[config.mk]
export PLATFORM = sky130hd
export DESIGN_NAME = cache_fill_fsm
export DESIGN_NICKNAME = d
export VERILOG_FILES = /design/src/rtl/cache_fill_fsm.sv
export SDC_FILE = /design/constraint.sdc
export NUM_CORES = 1
export LEC_CHECK = 0
export BUFFER_PORTS_ARGS = -buffer_cell sky130_fd_sc_hd__buf_2
export CORE_MARGIN = 5
export CORE_UTILIZATION = 36
export DETAILED_ROUTE_END_ITERATION = 7
export PLACE_DENSITY = 0.83
export SLEW_MARGIN = 20
export SYNTH_ARGS = -nofsm -noshare
export SYNTH_HDL_FRONTEND = slang
export SYNTH_SLANG_ARGS = --single-unit
[constraint.sdc]
create_clock -name clk -period 1.1 [get_ports clk]
set_input_delay 0 -clock clk [delete_from_list [all_inputs] [get_ports clk]]
set_output_delay 0 -clock clk [all_outputs]
set_load 0.05 [all_outputs]
[src/rtl/cache_fill_fsm.sv]
// -----------------------------------------------------------------------------
// cache_fill_fsm
//   Miss-handling initiator for the memory4c model. On a cache miss it issues
//   one read per cycle for every 16-bit word of the block, back to back,
//   steers each returning word into the cache data array with its word index,
//   and pulses the tag-array write when the last word lands.
//
// Ports
//   clk              in   system clock, rising edge
//   rst              in   synchronous, active-high reset
//   miss_detected    in   cache miss this cycle
//   miss_address     in   byte address that missed
//   fsm_busy         out  cache must stall
//   mem_enable       out  memory4c enable
//   mem_wr           out  memory4c wr (always 0, reads only)
//   mem_addr         out  memory4c byte address
//   mem_data_out     in   memory4c read data
//   mem_data_valid   in   memory4c read data valid
//   write_data_array out  write strobe for one cache data word
//   data_word_index  out  word slot being written
//   data_word        out  word to write
//   write_tag_array  out  one-cycle pulse, block complete
// -----------------------------------------------------------------------------
module cache_fill_fsm #(
  parameter int ADDR_WIDTH      = 16,
  parameter int WORDS_PER_BLOCK = 8,
  parameter int MEM_LATENCY     = 4
) (
  input  logic                               clk,
  input  logic                               rst,
  input  logic                               miss_detected,
  input  logic [ADDR_WIDTH-1:0]              miss_address,
  output logic                               fsm_busy,
  output logic                               mem_enable,
  output logic                               mem_wr,
  output logic [ADDR_WIDTH-1:0]              mem_addr,
  input  logic [15:0]                        mem_data_out,
  input  logic                               mem_data_valid,
  output logic                               write_data_array,
  output logic [$clog2(WORDS_PER_BLOCK)-1:0] data_word_index,
  output logic [15:0]                        data_word,
  output logic                               write_tag_array
);

  localparam int IDXW = $clog2(WORDS_PER_BLOCK);
  localparam int CNTW = IDXW + 1;
  // Byte-offset bits within a block: word index bits plus the byte-in-word bit.
  localparam int OFFW = IDXW + 1;

  localparam logic [ADDR_WIDTH-1:0] BLK_MASK  = {ADDR_WIDTH{1'b1}} << OFFW;
  localparam logic [CNTW-1:0]       CNT_FULL  = CNTW'(WORDS_PER_BLOCK);
  localparam logic [CNTW-1:0]       CNT_LAST  = CNTW'(WORDS_PER_BLOCK - 1);

  localparam logic [0:0] S_IDLE = 1'b0;
  localparam logic [0:0] S_FILL = 1'b1;

  // MEM_LATENCY is informational (responses are counted, not cycles); it is
  // only sanity-checked here together with the block-size constraint.
  if (MEM_LATENCY < 1 || WORDS_PER_BLOCK < 2 ||
      (WORDS_PER_BLOCK & (WORDS_PER_BLOCK - 1)) != 0) begin : g_param_check
    $error("cache_fill_fsm: invalid parameter set");
  end

  logic [0:0]            r_state;
  logic [ADDR_WIDTH-1:0] r_base_addr;
  logic [CNTW-1:0]       r_issue_cnt;
  logic [CNTW-1:0]       r_recv_cnt;

  logic                  w_issue_en;
  logic [ADDR_WIDTH-1:0] w_word_off;

  // issue_cnt stops at WORDS_PER_BLOCK, which caps enables per fill.
  assign w_issue_en = (r_issue_cnt < CNT_FULL);
  // base_addr has its block-offset bits cleared, so OR-ing in the word offset
  // is a carry-free add that can never leave the block (0xFFF0 -> 0xFFFE).
  assign w_word_off = ADDR_WIDTH'({r_issue_cnt[IDXW-1:0], 1'b0});
  assign mem_wr     = 1'b0;

  always_comb begin
    fsm_busy         = 1'b0;
    mem_enable       = 1'b0;
    mem_addr         = '0;
    write_data_array = 1'b0;
    data_word_index  = '0;
    data_word        = '0;
    write_tag_array  = 1'b0;
    case (r_state)
      S_IDLE: begin
        // Stall in the miss cycle itself.
        fsm_busy = miss_detected;
      end
      S_FILL: begin
        fsm_busy         = 1'b1;
        mem_enable       = w_issue_en;
        if (w_issue_en) begin
          mem_addr = r_base_addr | w_word_off;
        end
        write_data_array = mem_data_valid;
        data_word        = mem_data_out;
        data_word_index  = r_recv_cnt[IDXW-1:0];
        write_tag_array  = mem_data_valid && (r_recv_cnt == CNT_LAST);
      end
      default: ;
    endcase
  end

  always_ff @(posedge clk) begin
    if (rst) begin
      r_state     <= S_IDLE;
      r_base_addr <= '0;
      r_issue_cnt <= '0;
      r_recv_cnt  <= '0;
    end else begin
      case (r_state)
        S_IDLE: begin
          if (miss_detected) begin
            r_base_addr <= miss_address & BLK_MASK;
            r_issue_cnt <= '0;
            r_recv_cnt  <= '0;
            r_state     <= S_FILL;
          end
        end
        S_FILL: begin
          if (w_issue_en) begin
            r_issue_cnt <= r_issue_cnt + 1'b1;
          end
          if (mem_data_valid) begin
            r_recv_cnt <= r_recv_cnt + 1'b1;
          end
          if (write_tag_array) begin
            r_state <= S_IDLE;
          end
        end
        default: r_state <= S_IDLE;
      endcase
    end
  end

endmodule
# Yosys cells after proc, flatten, opt, wreduce, memory -nomap -nowiden

Cells that the tools add are included.

Bits in registers: 21
Input bits: 36
Output and inout port bits: 40
Word-level logic and storage cells: 33

$add $sub $neg: 2
Magnitude comparators: 1
Eq/ne operators: 4
Multiplexer cells: 16
Bitwise operators: 2
Reductions and logical operators: 4

Operators with widths:

| cell                                                                  | number |
|---|---|
| 16-bit 2-to-1 mux                                                     | 3 |
| 16-bit by 4-bit bitwise OR with 16-bit output                         | 1 |
| 4-bit one-hot mux with 2 select lines                                 | 2 |
| 4-bit 2-to-1 mux                                                      | 3 |
| 4-bit by 1-bit adder with 4-bit output, second input constant         | 2 |
| 2-bit AND reduction                                                   | 3 |
| 1-bit 2-to-1 mux                                                      | 5 |
| 4-bit by 3-bit equality test with 1-bit output, second input constant | 1 |
| 4-bit less-than comparator, second input constant                     | 1 |
| 2-bit != test, second input constant                                  | 2 |
| 1-bit one-hot mux with 2 select lines                                 | 2 |
| 3-bit 2-to-1 mux                                                      | 1 |
| 2-bit by 1-bit != test with 1-bit output, second input constant       | 1 |
| 1-bit logical AND                                                     | 1 |
| 1-bit inverter                                                        | 1 |

# Depth between registers and ports, before layout

Gate-level depths: netlist of the first run.

Depth after elaboration: 5
Gate-level depth with buffers: 6
Gate-level depth less buffers: 4

# Worst setup path after synthesis of the first run

OpenSTA, ideal clock, no wires.

Path kind: register to register
From: reg r_recv_cnt[0]
To: reg r_state
Setup time: 158 ps
Arrival time: 1376 ps
Required time: 942 ps
Setup slack: -434 ps
Stages on the path, launching flop included: 5
Path buffers: 0
Period minus slack after synthesis: 1534 ps
Path through: dfxtp_1 -> ha_1 -> nand4_1 -> nor2_1 -> nor3_1

Word-level cells in the longest chain between the ends: 5

RTL lines:

| what                                           | line | RTL |
|---|---|---|
| start: declaration                             | 67   | `logic [CNTW-1:0] r_recv_cnt;` |
| start signal: assignment                       | 128  | `r_recv_cnt <= r_recv_cnt + 1'b1;` |
| 4-bit by 3-bit equality test with 1-bit output | 101  | `write_tag_array = mem_data_valid && (r_recv_cnt == CNT_LAST);` |
| 1-bit logical AND                              | 101  |  |
| 1-bit 2-to-1 mux                               | 87   | `case (r_state)` |
| named net write_tag_array                      | 42   | `output logic write_tag_array` |
| 1-bit 2-to-1 mux                               | 130  | `if (write_tag_array) begin` |
| 1-bit one-hot mux with 2 select lines          | 114  | `case (r_state)` |
| end signal: assignment                         | 120  | `r_state <= S_FILL;` |
| end signal: assignment                         | 131  | `r_state <= S_IDLE;` |
| end signal: assignment                         | 134  | `default: r_state <= S_IDLE;` |
| end: declaration                               | 64   | `logic [0:0] r_state;` |

The timed path passes the listed nets, and every way through them passes these cells.
A chain may end at the register's enable or synchronous reset.

# Worst setup path after layout of the first run

From: reg r_issue_cnt[3]
To: out mem_addr[13]

Word-level cells in the longest chain between the ends: 3

RTL lines:

| what                       | line | RTL |
|---|---|---|
| start: declaration         | 66   | `logic [CNTW-1:0] r_issue_cnt;` |
| start signal: assignment   | 125  | `r_issue_cnt <= r_issue_cnt + 1'b1;` |
| 4-bit less-than comparator | 73   | `assign w_issue_en = (r_issue_cnt < CNT_FULL);` |
| 16-bit 2-to-1 mux          | 95   | `if (w_issue_en) begin` |
| 16-bit 2-to-1 mux          | 87   |  |
| end: declaration           | 36   | `output logic [ADDR_WIDTH-1:0] mem_addr,` |

No other way between the ends.

==> metrics.txt, run 1 <==
run status=finished, violations left; failing checks=setup timing; met3 usage=0.0410; share of power burned in combinational logic=0.429; Inst Count DP=244; dpl ws=-0.0472 ns; post-synthesis compound-gate area fraction=0.109; busiest grt layer=met2; Layout Cells excl Fill=277; GRT met2 Usage=0.386; CTS H-tree depth=1; cell area after synthesis=1090 um^2; I/O pin count=76; Via density=between 5 and 6; antenna cells=0; aggregate routed wire length=about 5.5 mm; PD cells=849 nW/um^2; arrival time of the worst setup path=about 1.4 ns; vias=~1400; GPL Wtd Cong=0.709; CTS tree=built; row count=20; final worst slack=-0.273 ns; final core occ=0.842; DIE HEIGHT=roughly 65 um; number of port buffers=between 60 and 70; RR Startpoint=r_state; HP Class=input port to flop; Final nets=283; synth unique cells=25; Final Hold Fails=0; worst slew pin tran=around 0.58 ns; Post-DP Area=1560 um^2; simple-gate share of the synthesized area=0.386; WHS Path Cells=4; CP max FO=4; crit path kind=flop to output port; flop2flop setup slack=-0.21 ns; xor/xnor share of the synthesized area=0.00800; register bit count reported by yosys=21; initial antenna violation count=0; sequential share of the synthesized area=0.384; drt first-iter violations=between 80 and 90; Setup crit end=mem_addr[13]; Max Fclk=between 700 and 800 MHz; 1st-pass router iterations=4; Remaining DRCs=0; dpl hpwl=approximately 2.3 mm; Worst EP required=around 1.1 ns; first-pass GRT wire length=around 6.7 mm; clock latency on the worst-skew pair=0.32 ns; Final Max Slew Viols=0; Area Overhead vs Synth=129%; leakage power=~1.1 nW; worst hold margin=approximately 0.085 ns; largest net degree at the start of global routing=22; total congestion overflow=0; internal power=around 0.0014 W; GRT Resource Usage Total=0.202; proportion of synthesized area in mux cells=0.0137; Final Cell Area=around 2500 um^2; ANT nets after route=0; Die X=65.1 um; max_cap viols=0; Worst-path clk slew=between 0.1 and 0.15 ns; CORE AREA=just under 3000 um^2; Sw Pwr=around 0.00077 W; post-synthesis adder-cell area fraction=0.0229; GRT met1 Usage=0.223; Tmin final=1.37 ns; Reg2Reg Capture Point=r_base_addr[10]; Crit. End Element=output port; clk buf depth=2; initial core utilization=0.368; wire per inst=19.9 um; switching portion of total power=0.363; # clock sinks=21; CP Launch Point=r_issue_cnt[3]; Max VDD drop=~0.77 mV; Worst slew margin=0.613; worst r2r path cells=6; CTS Buf Count=3; Synth Instances=140; main combinational cell family by area after synthesis=simple AND/OR/NAND/NOR gates; skew final=about 0.017 ns; Flop pwr share=0.386; CP Launch Type=flop; Final Cycle Share=1.25; layout cell share with drive strength beyond 1=0.717; vias in the first global route=about 1400; total die area=approximately 4200 um^2; # setup viols final=between 50 and 60; yosys warns=0; clock power share=0.186; root buffer cell=clkbuf_4; Avg Synthesized Cell Area=just under 8 um^2; unrepaired setup endpoints after global routing=yes
==> critical path, stage by stage, from the launching register on <==
cell and delay (ns):
dfxtp_2 0.35, nand2b_4 0.18, buf_4 0.16, inv_4 0.07
and2_4 0.15, buf_8 0.14
==> Yosys cell counts, drive strengths merged <==
master  number  area (um^2)
nand2       27          109
inv          3         11.3
ha           2         25.0
nand3b       1         7.51
xor2         1         8.76
a41oi        1         8.76
mux2         1         15.0
nand4        1         6.26
and2        34          213
a211oi       1         12.5
nand3        5         25.0
o211ai       1         7.51
nor2b        1         8.76
a21oi       18         90.1
conb         1         3.75
or3          1         6.26
nor3         3         15.0
nor2         2         7.51
buf          7         53.8
clkbuf       4         15.0
nand2b       4         25.0
dfxtp       21          420
==> what timing repair did <==
action / CTS / global route
setup endpoints to repair: 54 / 59
cloned: 3 / 4
endpoints found under the hold margin: 12 / 0
resized for setup: 111 / 74
pin swaps: 14 / 15
buffers inserted: 6 / 4
hold buffers: 12 / 0
==> worst min path at each step <==
stage,start,to,slack [ns]
after global placement,miss_address[5],r_base_addr[5],0.24
after detailed placement,miss_address[5],r_base_addr[5],0.24
after global routing,mem_data_valid,r_recv_cnt[3],0.1
after floorplan,rst,r_issue_cnt[3],0.08
after CTS,miss_detected,r_state,0.002
final,mem_data_valid,r_recv_cnt[3],0.08
==> power groups by stage <==
stage | clock, W | sequential (W) | combinational, W
finish | 0.000395 | 0.000821 | 0.000913
global route | 0.000422 | 0.000823 | 0.000949
CTS | 0.000380 | 0.000813 | 0.000698
detailed placement | 0 | 0.000834 | 0.000515
global placement | 0 | 0.000833 | 0.000507
floorplan | 0 | 0.000828 | 0.000383
==> area by class of cell <==
type / count / area [um^2]
inverter: 3 / 22.5
timing repair buffer: 107 / 1110
fill: 150 / 472
timing repair inverter: 3 / 21.3
clock buffer: 4 / 26.3
multi-input combinational: 106 / 851
sequential: 21 / 433
tap: 33 / 41.3
==> sequential cells by signal, summed over array words and instances (netlist names) <==
name and flops:
r_issue_cnt 4, r_state 1, r_base_addr 12, r_recv_cnt 4
==> metrics by stage <==
step                      setup TNS (ns)  power (W)
final                             -10.64    0.00213
after detailed placement          -0.316    0.00135
after floorplan                   -0.143    0.00121
after global routing              -12.96    0.00219
after global placement            -0.209    0.00134
after CTS                          -5.66    0.00189
==> cell usage in the layout (no fill, tap or decap), types with 3 or more instances in the layout <==
cell,instances
buf_6,20
dlygate4sd3_1,12
nand3_2,3
nand2b_4,3
buf_4,12
nand2_4,5
buf_2,31
clkinvlp_4,3
nand2_2,6
dfxtp_1,17
a21oi_1,6
a21oi_2,11
buf_8,27
nand2_1,16
clkbuf_4,3
and2_4,30
dfxtp_4,3
and2_1,4
clkbuf_16,3
==> cell families (layout without fill, tap and decap cells) <==
group                    after synthesis  after routing
multiplexers                           1              1
flip-flops                            21             21
other                                  1              2
XOR/XNOR                               1              1
buffers and inverters                 14            117
adder cells (fa/ha/maj)                2              2
AO/OA/AOI/OAI                         21             21
AND/OR/NAND/NOR                       79             79
==> metal layers <==
| layer | vias to the layer above | share of wire |
|---|---|---|
| met1 | 699 | 0.39 |
| met5 | - | 0 |
| met3 | 12 | 0.051 |
| met2 | 59 | 0.54 |
| met4 | 0 | 0.019 |
| li1 | 656 | - |
Note: power is estimated with default switching activity, not from simulation.
==> run 2, diff against run 1 <==
Settings changed: CORE_UTILIZATION 36 to 43, PLACE_DENSITY 0.83 to 0.92.
Clock period 1.1 ns to 1.8 ns, I/O delays scaled along.
==> metrics.txt, run 2 (synthesis gave the netlist of run 1 again) <==
clk buf depth=2; GPL Wtd Cong=0.715; # clock sinks=21; Remaining DRCs=0; DIE HEIGHT=60.5 um; Crit. End Element=output port; leakage power=slightly above 0.8 nW; registers with the most flip-flops=r_base_addr: 12 flops, r_issue_cnt: 4 flops, r_recv_cnt: 4 flops; CORE AREA=between 2000 and 2500 um^2; Die X=just over 60 um; CTS H-tree depth=1; Post-DP Area=between 1000 and 1500 um^2; total congestion overflow=0; CP max FO=18; skew final=around 0.0074 ns; CTS tree=built; crit path kind=flop to output port; worst hold margin=~0.026 ns; vias=approximately 1200; layout cell share with drive strength beyond 1=0.376; GRT Resource Usage Total=0.160; final core occ=0.647; CTS Buf Count=3; RR Startpoint=r_state; drt first-iter violations=38; Hold Crit Start=miss_detected; most common cell after layout, fill and taps aside=buf_2; clock latency on the worst-skew pair=approximately 0.3 ns; CP Launch Type=flop; Tmin final=between 1.5 and 2 ns; ANT nets after route=0; Final nets=257; number of port buffers=69; aggregate routed wire length=3.03 mm; 1st-pass router iterations=4; max_cap viols=0; antenna cells=0; root buffer cell=clkbuf_4; Max Fclk=~630 MHz; Largest register FFs=12; HP Class=input port to flop; Via density=between 4 and 5; largest net degree at the start of global routing=22; arrival time of the worst setup path=around 1.6 ns; Final Cycle Share=0.878; Worst EP required=roughly 1.8 ns; PD cells=around 650 nW/um^2; initial core utilization=0.446; row count=18; most frequent cells in the layout=69 x buf_2, 34 x and2_1, 26 x nand2_1, 20 x dfxtp_1, 18 x a21oi_1; Final Max Slew Viols=0; I/O pin count=76; # setup viols final=0; vias in the first global route=approximately 1100; Max VDD drop=roughly 0.46 mV; initial antenna violation count=0; setup_tns=0 ns; Area Overhead vs Synth=45.0%; CP Launch Point=r_state; Final Hold Fails=0; run status=complete, no violations; total die area=between 3000 and 4000 um^2; unrepaired setup endpoints after global routing=no; first-pass GRT wire length=roughly 4.5 mm; wire per inst=~12 um; Worst-path clk slew=0.11 ns; Final Cell Area=1590 um^2; Final Power=roughly 0.0010 W; Top reg by flops=r_base_addr
run 2: changes by cell type in the layout (fill, tap and decap cells not counted), moves of 4 or more:
cell,delta
a21oi_1,+12
a21oi_2,-11
and2_1,+30
and2_4,-30
buf_2,+38
buf_4,-9
buf_6,-20
buf_8,-27
nand2_1,+10
nand2_2,-6
nand2_4,-4
run 2: power breakdown:
group          switching (W)  leakage (nW)  total (W)  internal, W
clock               0.000143        0.0177   0.000226    0.0000828
combinational       0.000208         0.625   0.000310     0.000102
sequential         0.0000151         0.172   0.000501     0.000486
run 2: final timing paths:
kind	endpoint	slack (ns)	cells after the start
worst min-delay path	r_state	0.03	3
worst max-delay path	mem_addr[7]	0.22	4
worst max register to register	r_recv_cnt[2]	0.48	4
worst min register to register	r_base_addr[6]	0.46	2
run 2: cell type report:
type                            count  area [um^2]
Tap cell                           30         37.5
Multi-Input combinational cell    106          598
Fill cell                         231          867
Clock inverter                      1         5.00
Timing Repair Buffer               84          488
Sequential cell                    21          422
Clock buffer                        3         22.5
Inverter                            3         15.0
run 2: worst max-delay path, cell delays in order, from the launching register on:
cell and delay, ns:
dfxtp_2 0.39, nand2b_1 0.17, clkinvlp_4 0.26, and2_1 0.25, buf_2 0.21
run 2: timing repair:
action | CTS | global route
hold endpoints to repair | 12 | 0
resized for setup | 0 | 2
buffers inserted | 0 | 0
hold buffers | 12 | 0
setup endpoints to repair | 0 | 15
run 2: layer usage:
| metal | share of wire | vias up | GRT usage | wire [um] |
|---|---|---|---|---|
| li1 | - | 602 | - | - |
| met1 | 0.36 | 505 | 0.178 | 1110 |
| met2 | 0.53 | 39 | 0.313 | 1620 |
| met3 | 0.083 | 6 | 0.0191 | 253 |
| met4 | 0.018 | 0 | 0.0495 | 55 |
| met5 | 0 | - | 0 | 0 |
run 2: through the flow:
stage               setup WS, ns  instances
floorplan                  0.266        141
global placement           0.387        232
detailed placement         0.362        232
CTS                       0.0185        248
global route               0.107        248
finish                     0.220        248
